===== config.mk =====
export PLATFORM = sky130hd
export DESIGN_NAME = bcd_conv_sched
export DESIGN_NICKNAME = d
export VERILOG_FILES = /design/src/rtl/bcd_sched_pkg.sv /design/src/rtl/rr_arb2.sv /design/src/rtl/bcd_conv_sched.sv
export SDC_FILE = /design/constraint.sdc
export NUM_CORES = 1
export LEC_CHECK = 0
export CAP_MARGIN = 15
export CORE_MARGIN = 2
export CORE_UTILIZATION = 44
export DETAILED_ROUTE_END_ITERATION = 8
export PLACE_DENSITY = 0.88
export SLEW_MARGIN = 20
export SYNTH_ARGS = -nofsm -noshare
export SYNTH_HDL_FRONTEND = slang
export SYNTH_SLANG_ARGS = --single-unit

===== constraint.sdc =====
create_clock -name clk -period 2.1 [get_ports clk]
set_clock_uncertainty 0.15 [all_clocks]
set_input_delay 0.525 -clock clk [delete_from_list [all_inputs] [get_ports clk]]
set_output_delay 0.525 -clock clk [all_outputs]
set_load 0.01 [all_outputs]

===== src/rtl/bcd_sched_pkg.sv =====
// Shared definitions for the BCD conversion scheduler: state encoding,
// requester count and default WAIT timeout.
package bcd_sched_pkg;

   localparam int unsigned NumReq     = 2;
   localparam int unsigned DefTimeout = 64;

   typedef enum logic [2:0] {
      StIdle,
      StStart,
      StGuard,
      StWait,
      StDone
   } state_e;

endpackage


===== src/rtl/rr_arb2.sv =====
// Two-way round-robin arbiter: on a tie the requester not served last wins;
// a lone request always wins.
module rr_arb2
   import bcd_sched_pkg::*;
(
   input  logic [NumReq-1:0] req,
   input  logic              last,
   output logic [NumReq-1:0] grant
);

   always_comb begin
      grant = '0;
      if (req == 2'b11) begin
         grant = last ? 2'b01 : 2'b10;
      end else begin
         grant = req;
      end
   end

endmodule


===== src/rtl/bcd_conv_sched.sv =====
// Schedules two requesters onto one external binary-to-BCD converter, with a
// guard cycle against stale done levels and a bounded wait for completion.
module bcd_conv_sched
   import bcd_sched_pkg::*;
#(
   parameter int unsigned TIMEOUT = DefTimeout
) (
   input  logic              clk,
   input  logic              reset,
   input  logic [NumReq-1:0] req,
   input  logic [11:0]       bin_a,
   input  logic [11:0]       bin_b,
   output logic [NumReq-1:0] ack,
   output logic [15:0]       bcd_res,
   output logic              err,
   output logic              conv_en,
   output logic [11:0]       conv_bin,
   input  logic [15:0]       conv_bcd,
   input  logic              conv_rdy
);

   localparam int unsigned       TimerW    = $clog2(TIMEOUT + 1);
   localparam logic [TimerW-1:0] TimerLast = TimerW'(TIMEOUT - 1);

   state_e            state_q;
   logic [NumReq-1:0] grant;
   logic [NumReq-1:0] gnt_q;
   logic              last_q;
   logic [TimerW-1:0] timer_q;

   rr_arb2 u_arb (
      .req   (req),
      .last  (last_q),
      .grant (grant)
   );

   always_ff @(posedge clk or posedge reset) begin
      if (reset) begin
         state_q  <= StIdle;
         gnt_q    <= '0;
         last_q   <= 1'b1;
         timer_q  <= '0;
         ack      <= '0;
         conv_en  <= 1'b0;
         err      <= 1'b0;
         bcd_res  <= '0;
         conv_bin <= '0;
      end else begin
         case (state_q)
            StIdle: begin
               if (|req) begin
                  gnt_q    <= grant;
                  conv_bin <= grant[0] ? bin_a : bin_b;
                  conv_en  <= 1'b1;
                  state_q  <= StStart;
               end
            end
            StStart: begin
               conv_en <= 1'b0;
               state_q <= StGuard;
            end
            // conv_rdy may still be high from the previous job; skip it here.
            StGuard: begin
               timer_q <= '0;
               state_q <= StWait;
            end
            StWait: begin
               if (conv_rdy) begin
                  bcd_res <= conv_bcd;
                  err     <= 1'b0;
                  ack     <= gnt_q;
                  state_q <= StDone;
               end else if (timer_q == TimerLast) begin
                  bcd_res <= '0;
                  err     <= 1'b1;
                  ack     <= gnt_q;
                  state_q <= StDone;
               end else begin
                  timer_q <= timer_q + 1'b1;
               end
            end
            StDone: begin
               ack     <= '0;
               last_q  <= gnt_q[1];
               state_q <= StIdle;
            end
            default: state_q <= StIdle;
         endcase
      end
   end

endmodule

* Word level (Yosys, flattened, before mapping)
Index checks and enable logic that the tools add are counted.
** Storage, ports and cells
- Bits of input ports :: 45
- Word-level logic and storage cells :: 51
- Output and inout bits :: 32
- Register bits after elaboration :: 45
** Cells by class
- Mux-type cells :: 19
- Equal/unequal tests :: 10
- Add/subtract/negate cells :: 1
- Reduce and logical (&&, ||, !) cells :: 12
** Operator list (number)
- $mux W16 :: 2
- $mux W7 :: 2
- $pmux W7 S2 :: 1
- $mux W12 :: 1
- $pmux W3 S4 :: 1
- $reduce_and A2 Y1 :: 5
- $mux W3 :: 3
- $mux W2 :: 4
- $reduce_bool A2 Y1 :: 4
- $add A7 B1 Y7 const B :: 1
- $eq A7 B6 Y1 const B :: 1
- $eq A3 B2 Y1 const B :: 2
- $ne A2 B2 Y1 const B :: 3
- $pmux W2 S2 :: 1
- $eq A3 B1 Y1 const B :: 1
- $eq A3 B3 Y1 const B :: 1
- $logic_not A3 Y1 :: 1
- $mux W1 :: 3
- $ne A3 B3 Y1 const B :: 1
- $reduce_and A3 Y1 :: 1
- $eq A2 B2 Y1 const B :: 1
- $pmux W1 S2 :: 1
- $reduce_or A2 Y1 :: 1

* Logic depth before layout (Yosys ltp)
Gate-level depths: netlist of the first run.
- Depth in word-level cells :: 4
- Gate-level depth with buffers :: 7
- Depth with buffers taken out :: 5

* Modules after synthesis
From an unflattened synthesis of the first run, not the netlist that was laid out.
** Second synthesis, totals
- Cells, all modules :: 176
- Area total of the unflattened synthesis :: 2047.0 sq um
** Modules (own cells, without submodules)
- bcd_conv_sched :: area an instance 2028.2 sq um, times used 1, cells each 173, sequential area each 1127.3 sq um
- rr_arb2 :: area an instance 18.8 sq um, times used 1, cells each 3, sequential area each 0.0 sq um

* Least setup slack after synthesis of the first run
OpenSTA, ideal clock, no wires.
- Path kind :: reg-to-reg
- Start :: reg timer_q[0]
- End :: reg bcd_res[0]
- Library setup time :: 65 ps
- Setup slack :: 479 ps
- Data required time :: 1885 ps
- Clock period less this slack :: 1621 ps
- Buffers on the path :: 1
- Arrival :: 1405 ps
- Cell stages (with the launch flop) :: 7
- Cells stage by stage :: dfrtp_1 ha_1 nor2b_1 and2_4 o21ai_4 buf_6 a22o_1
** On the way
- Word-level cells in the longest chain between the ends :: 3
** RTL lines
- start: declaration :: RTL line bcd_conv_sched.sv:29 : logic [TimerW-1:0] timer_q;
- start signal: assignment :: RTL line bcd_conv_sched.sv:79 : timer_q <= timer_q + 1'b1;
- $eq A7 B6 Y1 :: RTL line bcd_conv_sched.sv:73 : end else if (timer_q == TimerLast) begin
- $reduce_bool A2 Y1 (no line)
- $reduce_and A2 Y1 (no line)
- end signal: assignment :: RTL line bcd_conv_sched.sv:69 : bcd_res <= conv_bcd;
- end: declaration :: RTL line bcd_conv_sched.sv:14 : output logic [15:0] bcd_res,
No other way between the ends.
A chain may end at the register's enable or synchronous reset.

* Worst setup path after layout of the first run
- Start :: reg ack[0]
- End :: out ack[0]
** RTL lines
- start: declaration :: RTL line bcd_conv_sched.sv:13 : output logic [NumReq-1:0] ack,
- start signal: assignment :: RTL line bcd_conv_sched.sv:71 : ack <= gnt_q;
- start signal: assignment :: RTL line bcd_conv_sched.sv:76 : ack <= gnt_q;
No word-level cell between the ends.

==> impl_metrics.tcl, run 1 <==
set metrics [dict create \
    cts_hold_buffers 0 \
    core-area_um2 4410 \
    dieArea_um2 5210 \
    run_status "complete, no violations" \
    worst-path-max-fanout 3 \
    ios 77 \
    pre_cts_ws_ps 47.3 \
    cp_num_cells 1 \
    cap_viol_max_count 0 \
    vdd_ir_drop_max_uv 696 \
    worst-slew-pin-transition_ps 334 \
    synth-main-ff-cell "dfrtp_1" \
    cts-htree-levels 2 \
    register_to_register_setup_slack_ps 260 \
    timing.max_slew.rel_slack_pct 77.7 \
    chipWidth_um 72.2 \
    cts_tree "done" \
    synth_top_cells_by_count "dfrtp_1 (44), nand2_1 (20), a22o_1 (17)" \
    crit_slowest_cell "clkdlybuf4s50_1" \
    power_per_cell_area_nw_per_um2 1300 \
    setup_ws_ps 181 \
    final.setup.tns_ps 0 \
    routed_wl_mm 4.56 \
    crit_path_start_kind "flip-flop" \
    path_delay_family "buffers and inverters" \
    dr_total_vias 1676 \
    cp_data_arrival_time_ps 1240 \
    post_synth_inst_count 180 \
    grtUsageTotal_pct 19.0 \
    clk_transition_reported_paths_ps 80 \
    synth_largest_area_cell "dfrtp_1" \
    slowest_delay_ps 550 \
    share_of_synthesized_flip_flops_with_an_asynchronous_set_or_reset_pct 100 \
    clock_latency_ps 300 \
    postSynthNetCount 226 \
    dpl.cell_count 305 \
    worst-endpoint-required_ps 1420 \
    final_period_minus_worst_setup_slack_ps 1920 \
    grt_start_max_net_pins 27 \
    number_of_detailed_route_iterations_in_the_first_pass 4 \
    slew_violations 0 \
    setup_viol_count_final 0 \
    period_share_pct 91.4 \
    rsz0062_at_grt "no" \
    worstReg2RegStart "timer_q[0]$_DFFE_PP0P_" \
    global_route.overflow_total 0 \
    grt_first_pass_wirelength_mm 7.82 \
    yosysSeqAreaShare_pct 55.1 \
    syn-mean-instance-area_um2 11.4 \
    drt-wirelength-per-cell_um 14.6 \
    antenna-diode-count 0 \
    ctsLongestPathBuffers 2 \
    synth_area_um2 2050 \
    gpl.final_weighted_congestion 0.736 \
    r2r_cells 6 \
    postCtsSetupBuffers 0 \
    grt_pass1_vias 1700 \
    max_freq_mhz 521 \
    cells_resized_by_post_cts_repair 0 \
    drt_iter0_markers 119 \
    synth_most_common_cell "dfrtp_1" \
    synth_enable_flop_cells 0 \
    port_buffers 76 \
    fin_nets 306 \
    regToRegEndpoint "bcd_res[11]$_DFFE_PP0P_" \
    count_of_yosys_warnings_during_synthesis 0 \
    timing.hold.worst.class "reg2reg" \
    critical_path.startpoint "ack[0]$_DFFE_PP0P_" \
    vertical_die_dimension_um 72.2 \
    report.power.total_mw 3.87 \
    critical_path.endpoint "ack[0]" \
    static-leakage-power_nw 1.34 \
    synth_top_cell_area_share_pct 53.8 \
    syn_to_final_growth_pct 46.1 \
    post-dp-hpwl_mm 3.42 \
    final_design_area_no_fill_um2 2990 \
    clock-sinks 45 \
    final_layout_size_suffix_gt1_share_pct 11.1 \
    synth.distinct_cells 41 \
    antenna_violating_nets_post_route 0 \
    rows 24 \
    synth_register_bits 45 \
    post_dp_area_um2 2880 \
    finalHoldViolCount 0 \
    antenna_violations_before_repair 0 \
    floorplan.initialDensity_pct 46.3 \
    number_of_buffers_created_by_cts 5 \
    synth.top_cells.by_area "dfrtp_1 (54%), a22o_1 (7.3%), mux2i_1 (5.9%)" \
    end_kind "output pin" \
    drc 0 \
    path_cells "clkdlybuf4s50_1" \
    clockRootBuffer "clkbuf_8" \
    critPathBufInv 1 \
    post_layout_nonfiller_instances 313 \
    timing.setup.critical_path_class "reg2out" \
    drt-vias-per-instance 5.35 \
]
[per-stage QoR]
step           util [%]  hold slack (ps)
2_1_floorplan         -              324
3_3_place_gp       65.2              309
3_5_place_dp       65.2              323
4_1_cts            67.7              342
5_1_grt            67.7              365
6_report           67.7              338
[where the power goes]
group          leakage, nW  switching (mW)  total (mW)  internal [mW]
clock               0.0554           0.289       0.646          0.357
sequential           0.568           0.279        1.51           1.23
combinational        0.720           0.741        1.72          0.977
total                 1.34            1.31        3.87           2.56
[how the worst min path moves through the flow]
stage	start	endpoint	slack, ps	cells past startpoint
after global placement	conv_bin[8]$_DFFE_PP0P_	conv_bin[8]$_DFFE_PP0P_	310	2
final	conv_bin[8]$_DFFE_PP0P_	conv_bin[8]$_DFFE_PP0P_	340	2
after CTS	conv_bin[9]$_DFFE_PP0P_	conv_bin[9]$_DFFE_PP0P_	340	2
after global routing	bcd_res[6]$_DFFE_PP0P_	bcd_res[6]$_DFFE_PP0P_	370	1
after floorplan	gnt_q[0]$_DFFE_PP0P_	gnt_q[0]$_DFFE_PP0P_	320	1
after detailed placement	conv_bin[9]$_DFFE_PP0P_	conv_bin[9]$_DFFE_PP0P_	320	2
[layer usage]
layer / part of all wire [%] / track usage, %
met1: 43 / 24.9
met5: 0 / 0
met2: 50 / 30.9
met3: 6.6 / 5.97
met4: 0.83 / 4.82
[kinds of logic after synthesis]
| group | after synthesis | synth area share, % |
|---|---|---|
| DFF | 45 | 55.1 |
| muxes | 13 | 6.42 |
| buffers and inverters | 15 | 5.26 |
| adders and majority gates | 1 | 0.612 |
| and+or+nand+nor | 51 | 13.0 |
| AOI/OAI and AO/OA | 55 | 19.6 |
[state kept, by name, indices dropped and copies added (netlist names)]
register / flops
bcd_res: 16
conv_bin: 12
timer_q: 7
state_q: 3
ack: 2
gnt_q: 2
conv_en: 1
err: 1
last_q: 1
[final cells by class]
type                       instances  area, um^2
clock inverter                     2        38.8
clock buffer                       6        72.6
tap                               52        65.1
multi-input combinational        120         811
timing repair buffer              84         858
sequential                        45        1130
inverter                           4        15.0
fill                             338        1430
[cell usage in the layout (no fill, tap or decap), types with 2 or more instances in the layout]
cell type         n
a21o_1            3
a21oi_1           8
a22o_1           17
buf_12            3
buf_4             5
clkbuf_8          5
clkdlybuf4s50_1  76
dfrtp_1          44
inv_1             3
mux2i_1          12
nand2_1          20
nand2b_1          3
nand3_1           2
nand4_1           2
nor2_1            9
nor2b_1           3
nor3_1            2
nor3_2            2
o211ai_1          2
o21ai_0          14
o221a_1           2
Note: power is estimated with default switching activity, not from simulation.
==> inputs of run 2 (changes only) <==
--- a/config.mk
+++ b/config.mk
@@ -9,7 +9,7 @@
 export CORE_MARGIN = 2
 export CORE_UTILIZATION = 44
 export DETAILED_ROUTE_END_ITERATION = 8
-export PLACE_DENSITY = 0.88
+export PLACE_DENSITY = 0.84
 export SLEW_MARGIN = 20
 export SYNTH_ARGS = -nofsm -noshare
 export SYNTH_HDL_FRONTEND = slang
==> run 2 against run 1 <==
  * Sequential power barely moved
  * Count of clock-buffer cells in the layout rose by 1
  * First-iteration DRC count fell by 21%
  * Power rose by 0.49%
  * Via count fell by 0.60%
  * Die area did not move
  * Combinational power barely moved
  * Register-to-register slack improved by 30 ps
  * Wire length fell by 1.5%
  * Cell count did not move
  * Setup slack improved by 3.1 ps
  * Utilization rose by 0.40 points
  * Critical endpoint is now ack[1]
==> impl_metrics.tcl, run 2 (synthesis results as in run 1) <==
set metrics [dict create \
    end_kind "output pin" \
    setup_ws_ps 184 \
    final_layout_size_suffix_gt1_share_pct 11.1 \
    fin_nets 306 \
    max_freq_mhz 522 \
    clock_latency_ps 290 \
    run_status "complete, no violations" \
    crit_slowest_cell "clkdlybuf4s50_1" \
    antenna_violating_nets_post_route 0 \
    clock-sinks 45 \
    period_share_pct 91.2 \
    cts_tree "done" \
    static-leakage-power_nw 1.35 \
    drt_iter0_markers 94 \
    worst-path-max-fanout 3 \
    drt-vias-per-instance 5.32 \
    path_cells "clkdlybuf4s50_1" \
    ios 77 \
    crit_path_start_kind "flip-flop" \
    top_regs "bcd_res x16, conv_bin x12, timer_q x7" \
    final.fill_count 360 \
    slew_violations 0 \
    syn_to_final_growth_pct 46.9 \
    final.setup.tns_ps 0 \
    number_of_buffers_created_by_cts 5 \
    grt_start_max_net_pins 26 \
    layout.cells.most_common_list "clkdlybuf4s50_1 (76), dfrtp_1 (44), nand2_1 (20), a22o_1 (17), o21ai_0 (14)" \
    clockRootBuffer "clkbuf_8" \
    core-area_um2 4410 \
    finalHoldViolCount 0 \
    setup_viol_count_final 0 \
    grt_pass1_vias 1697 \
    worstReg2RegStart "timer_q[0]$_DFFE_PP0P_" \
    worst-endpoint-required_ps 1420 \
    cp_data_arrival_time_ps 1240 \
    post_dp_area_um2 2890 \
    top_register "bcd_res" \
    grtUsageTotal_pct 18.7 \
    number_of_flip_flops_in_the_largest_register 16 \
    final_design_area_no_fill_um2 3010 \
    power.share.clock_pct 17.1 \
    register_to_register_setup_slack_ps 290 \
    postCtsSetupBuffers 0 \
    antenna_violations_before_repair 0 \
    path_delay_family "buffers and inverters" \
    ff_latch_area_um2 1130 \
    routed_wl_mm 4.49 \
    timing.hold.worst.class "reg2reg" \
    power.sequential.fraction_pct 38.8 \
    antenna-diode-count 0 \
    hold_depth 2 \
    holdPathEnd "conv_bin[2]$_DFFE_PP0P_" \
    pre_cts_ws_ps 85.2 \
    port_buffers 76 \
    number_of_detailed_route_iterations_in_the_first_pass 4 \
    critical_path.startpoint "ack[1]$_DFFE_PP0P_" \
    rsz0062_at_grt "no" \
    multi_input_gate_area_in_the_final_layout_um2 811 \
    power_per_cell_area_nw_per_um2 1300 \
    ctsLongestPathBuffers 2 \
    cells_resized_by_post_cts_repair 0 \
    combPwrFrac_pct 44.1 \
    internal_power_mw 2.60 \
    r2r_cells 6 \
    cts_hold_buffers 0 \
    chipWidth_um 72.2 \
    slowest_delay_ps 560 \
    timing.setup.critical_path_class "reg2out" \
    floorplan.initialDensity_pct 46.3 \
    global_route.overflow_total 0 \
    cap_viol_max_count 0 \
    clk_transition_reported_paths_ps 80 \
    timing.max_slew.rel_slack_pct 72.1 \
    grt_first_pass_wirelength_mm 7.67 \
    dr_total_vias 1666 \
    switching_part_of_the_total_power_pct 33.3 \
    rows 24 \
    cp_num_cells 1 \
    post-dp-hpwl_mm 3.32 \
    vertical_die_dimension_um 72.2 \
    critPathBufInv 1 \
    final_period_minus_worst_setup_slack_ps 1920 \
    worst-slew-pin-transition_ps 418 \
    gpl.final_weighted_congestion 0.706 \
    hold_start "conv_bin[2]$_DFFE_PP0P_" \
    drt-wirelength-per-cell_um 14.3 \
    power.switching_mw 1.29 \
    cts-htree-levels 2 \
    drc 0 \
    vdd_ir_drop_max_uv 679 \
    most_frequent_standard_cell_in_the_layout_excluding_fill_and_tap_cells "clkdlybuf4s50_1" \
    dieArea_um2 5210 \
    regToRegEndpoint "bcd_res[13]$_DFFE_PP0P_" \
]
## run 2: cell count changes in the layout (fill, tap and decap cells not counted), sizes merged
cell and delta:
clkbuf +1, clkinv -1
## run 2: worst max path at each step
stage	to	slack [ps]
after floorplan	ack[0]$_DFFE_PP0P_	370
after global placement	timer_q[2]$_DFFE_PP0P_	90
after detailed placement	timer_q[4]$_DFFE_PP0P_	90
after CTS	ack[1]	160
after global routing	ack[1]	140
final	ack[1]	180
## run 2: through the flow
| stage | utilization [%] | hold WS, ps | instances | total power, mW |
|---|---|---|---|---|
| 2_1_floorplan | - | 324 | 180 | 2.43 |
| 3_3_place_gp | 65.4 | 311 | 305 | 3.20 |
| 3_5_place_dp | 65.4 | 320 | 305 | 3.24 |
| 4_1_cts | 68.1 | 339 | 313 | 3.93 |
| 5_1_grt | 68.1 | 369 | 313 | 4.15 |
| 6_report | 68.1 | 331 | 313 | 3.89 |
## run 2: power by group through the flow
stage	registers, mW	clock network [mW]	logic (mW)
floorplan	1.57	0	0.859
CTS	1.51	0.680	1.74
global placement	1.51	0	1.69
finish	1.51	0.665	1.72
detailed placement	1.53	0	1.72
global route	1.56	0.718	1.87
## run 2: final cells by class
| class | instances | area share [%] |
|---|---|---|
| well taps | 52 | 2.16 |
| clock inverters | 1 | 0.999 |
| inverters | 4 | 0.500 |
| clock buffers | 7 | 2.87 |
| repair buffers | 84 | 29.0 |
| multi-input cells | 120 | 27.0 |
| flip-flops and latches | 45 | 37.5 |
## run 2: layer usage
layer  vias up  global-route usage (%)  part of all wire, %
li1        804                       -                    -
met1       798                    25.3                   45
met2        59                    28.5                   46
met3         5                    7.78                  8.5
met4         0                    3.77                 0.76
met5         -                       0                    0
==> inputs of run 3 (changes only) <==
--- a/config.mk
+++ b/config.mk
@@ -9,7 +9,7 @@
 export CORE_MARGIN = 2
 export CORE_UTILIZATION = 44
 export DETAILED_ROUTE_END_ITERATION = 8
-export PLACE_DENSITY = 0.84
+export PLACE_DENSITY = 0.85
 export SLEW_MARGIN = 20
 export SYNTH_ARGS = -nofsm -noshare
 export SYNTH_HDL_FRONTEND = slang
==> run 3 against run 2 <==
  * Sequential power about the same
  * Worst hold slack better by 3.9 ps
  * Die area unchanged
  * Via count down 0.84%
  * Critical path type unchanged
  * Critical endpoint unchanged
==> impl_metrics.tcl, run 3 (synthesis results as in run 1) <==
set metrics [dict create \
    chipWidth_um 72.2 \
    path_delay_family "buffers and inverters" \
    hold_slack_ps 335 \
    max_freq_mhz 523 \
    top_regs "bcd_res x16, conv_bin x12, timer_q x7" \
    number_of_buffers_created_by_cts 5 \
    global_route.overflow_total 0 \
    antenna-diode-count 0 \
    syn_to_final_growth_pct 45.0 \
    grt_start_max_net_pins 46 \
    layout.cells.most_common_list "clkdlybuf4s50_1 (76), dfrtp_1 (44), nand2_1 (20), a22o_1 (17), o21ai_0 (14)" \
    antenna_violating_nets_post_route 0 \
    drc 0 \
    timing.hold.worst.class "reg2reg" \
    post-dp-hpwl_mm 3.43 \
    floorplan.initialDensity_pct 46.3 \
    finalHoldViolCount 0 \
    ios 77 \
    cts_hold_buffers 0 \
    hold_depth 2 \
    port_buffers 76 \
    end_kind "output pin" \
    period_share_pct 91.1 \
    core-area_um2 4410 \
    worst-slew-pin-transition_ps 326 \
    drt-wirelength-per-cell_um 14.7 \
    cts_tree "done" \
    postCtsSetupBuffers 0 \
    setup_viol_count_final 0 \
    path_cells "clkdlybuf4s50_1" \
    number_of_detailed_route_iterations_in_the_first_pass 4 \
    critPathBufInv 1 \
    ctsLongestPathBuffers 2 \
    post-route-util_pct 67.2 \
    final.setup.tns_ps 0 \
    power_per_cell_area_nw_per_um2 1260 \
    worst-path-max-fanout 3 \
    top_register "bcd_res" \
    final.fill_count 363 \
    clock_latency_ps 290 \
    static-leakage-power_nw 1.33 \
    rows 24 \
    timing.setup.critical_path_class "reg2out" \
    routed_wl_mm 4.60 \
    drt-vias-per-instance 5.29 \
    cells_resized_by_post_cts_repair 0 \
    timing.max_slew.rel_slack_pct 78.3 \
    crit_slowest_cell "clkdlybuf4s50_1" \
    grt_pass1_vias 1703 \
    antenna_violations_before_repair 0 \
    r2r_cells 6 \
    run_status "complete, no violations" \
    final_design_area_no_fill_um2 2970 \
    cp_data_arrival_time_ps 1240 \
    crit_path_start_kind "flip-flop" \
    pre_cts_ws_ps 69.3 \
    most_frequent_standard_cell_in_the_layout_excluding_fill_and_tap_cells "clkdlybuf4s50_1" \
    fin_nets 305 \
    final_period_minus_worst_setup_slack_ps 1910 \
    setup_ws_ps 186 \
    clockRootBuffer "clkbuf_8" \
    clock-sinks 45 \
    cap_viol_max_count 0 \
    cts-htree-levels 2 \
    vertical_die_dimension_um 72.2 \
    post_dp_area_um2 2880 \
    grtUsageTotal_pct 19.0 \
    grt_first_pass_wirelength_mm 7.67 \
    worst-endpoint-required_ps 1420 \
    clk_transition_reported_paths_ps 80 \
    dieArea_um2 5210 \
    gpl.final_weighted_congestion 0.771 \
    dr_total_vias 1652 \
    number_of_flip_flops_in_the_largest_register 16 \
    final_layout_size_suffix_gt1_share_pct 10.4 \
    cp_num_cells 1 \
    vdd_ir_drop_max_uv 598 \
    slowest_delay_ps 560 \
    drt_iter0_markers 75 \
    rsz0062_at_grt "no" \
    slew_violations 0 \
]
-- run 3: worst paths after layout --
path                                          from  slack [ps]                      end
setup / recovery                ack[1]$_DFFE_PP0P_         190                   ack[1]
hold / removal             conv_bin[1]$_DFFE_PP0P_         340  conv_bin[1]$_DFFE_PP0P_
setup reg to reg            timer_q[0]$_DFFE_PP0P_         300  bcd_res[12]$_DFFE_PP0P_
hold reg to reg            conv_bin[1]$_DFFE_PP0P_         340  conv_bin[1]$_DFFE_PP0P_
max in group asynchronous                    reset        1100       last_q$_DFFE_PP1P_
min in group asynchronous                    reset         420   bcd_res[0]$_DFFE_PP0P_
-- run 3: power by group --
part / switching (mW) / total, mW / internal [mW]
Combinational: 0.734 / 1.71 / 0.978
Clock: 0.279 / 0.514 / 0.236
Sequential: 0.277 / 1.51 / 1.23
-- run 3: metal layers --
layer,global-route usage (%),wire (um),vias up
met5,0,0,-
met4,3.98,25,0
met3,7.22,318,5
met2,33.5,2320,53
met1,22.1,1930,790
li1,-,-,804
-- run 3: area by class of cell --
cell class | instances | area (um^2) | area share, %
Sequential cell | 45 | 1130 | 38.0
Inverter | 4 | 15.0 | 0.506
Clock inverter | 1 | 7.51 | 0.253
Clock buffer | 7 | 76.3 | 2.57
Timing Repair Buffer | 83 | 863 | 29.1
Multi-Input combinational cell | 120 | 811 | 27.3
Tap cell | 52 | 65.1 | 2.19
-- run 3: stage by stage --
stage | cells | power [mW]
2_1_floorplan | 180 | 2.43
3_3_place_gp | 304 | 3.20
3_5_place_dp | 304 | 3.25
4_1_cts | 312 | 3.78
5_1_grt | 312 | 4.00
6_report | 312 | 3.73
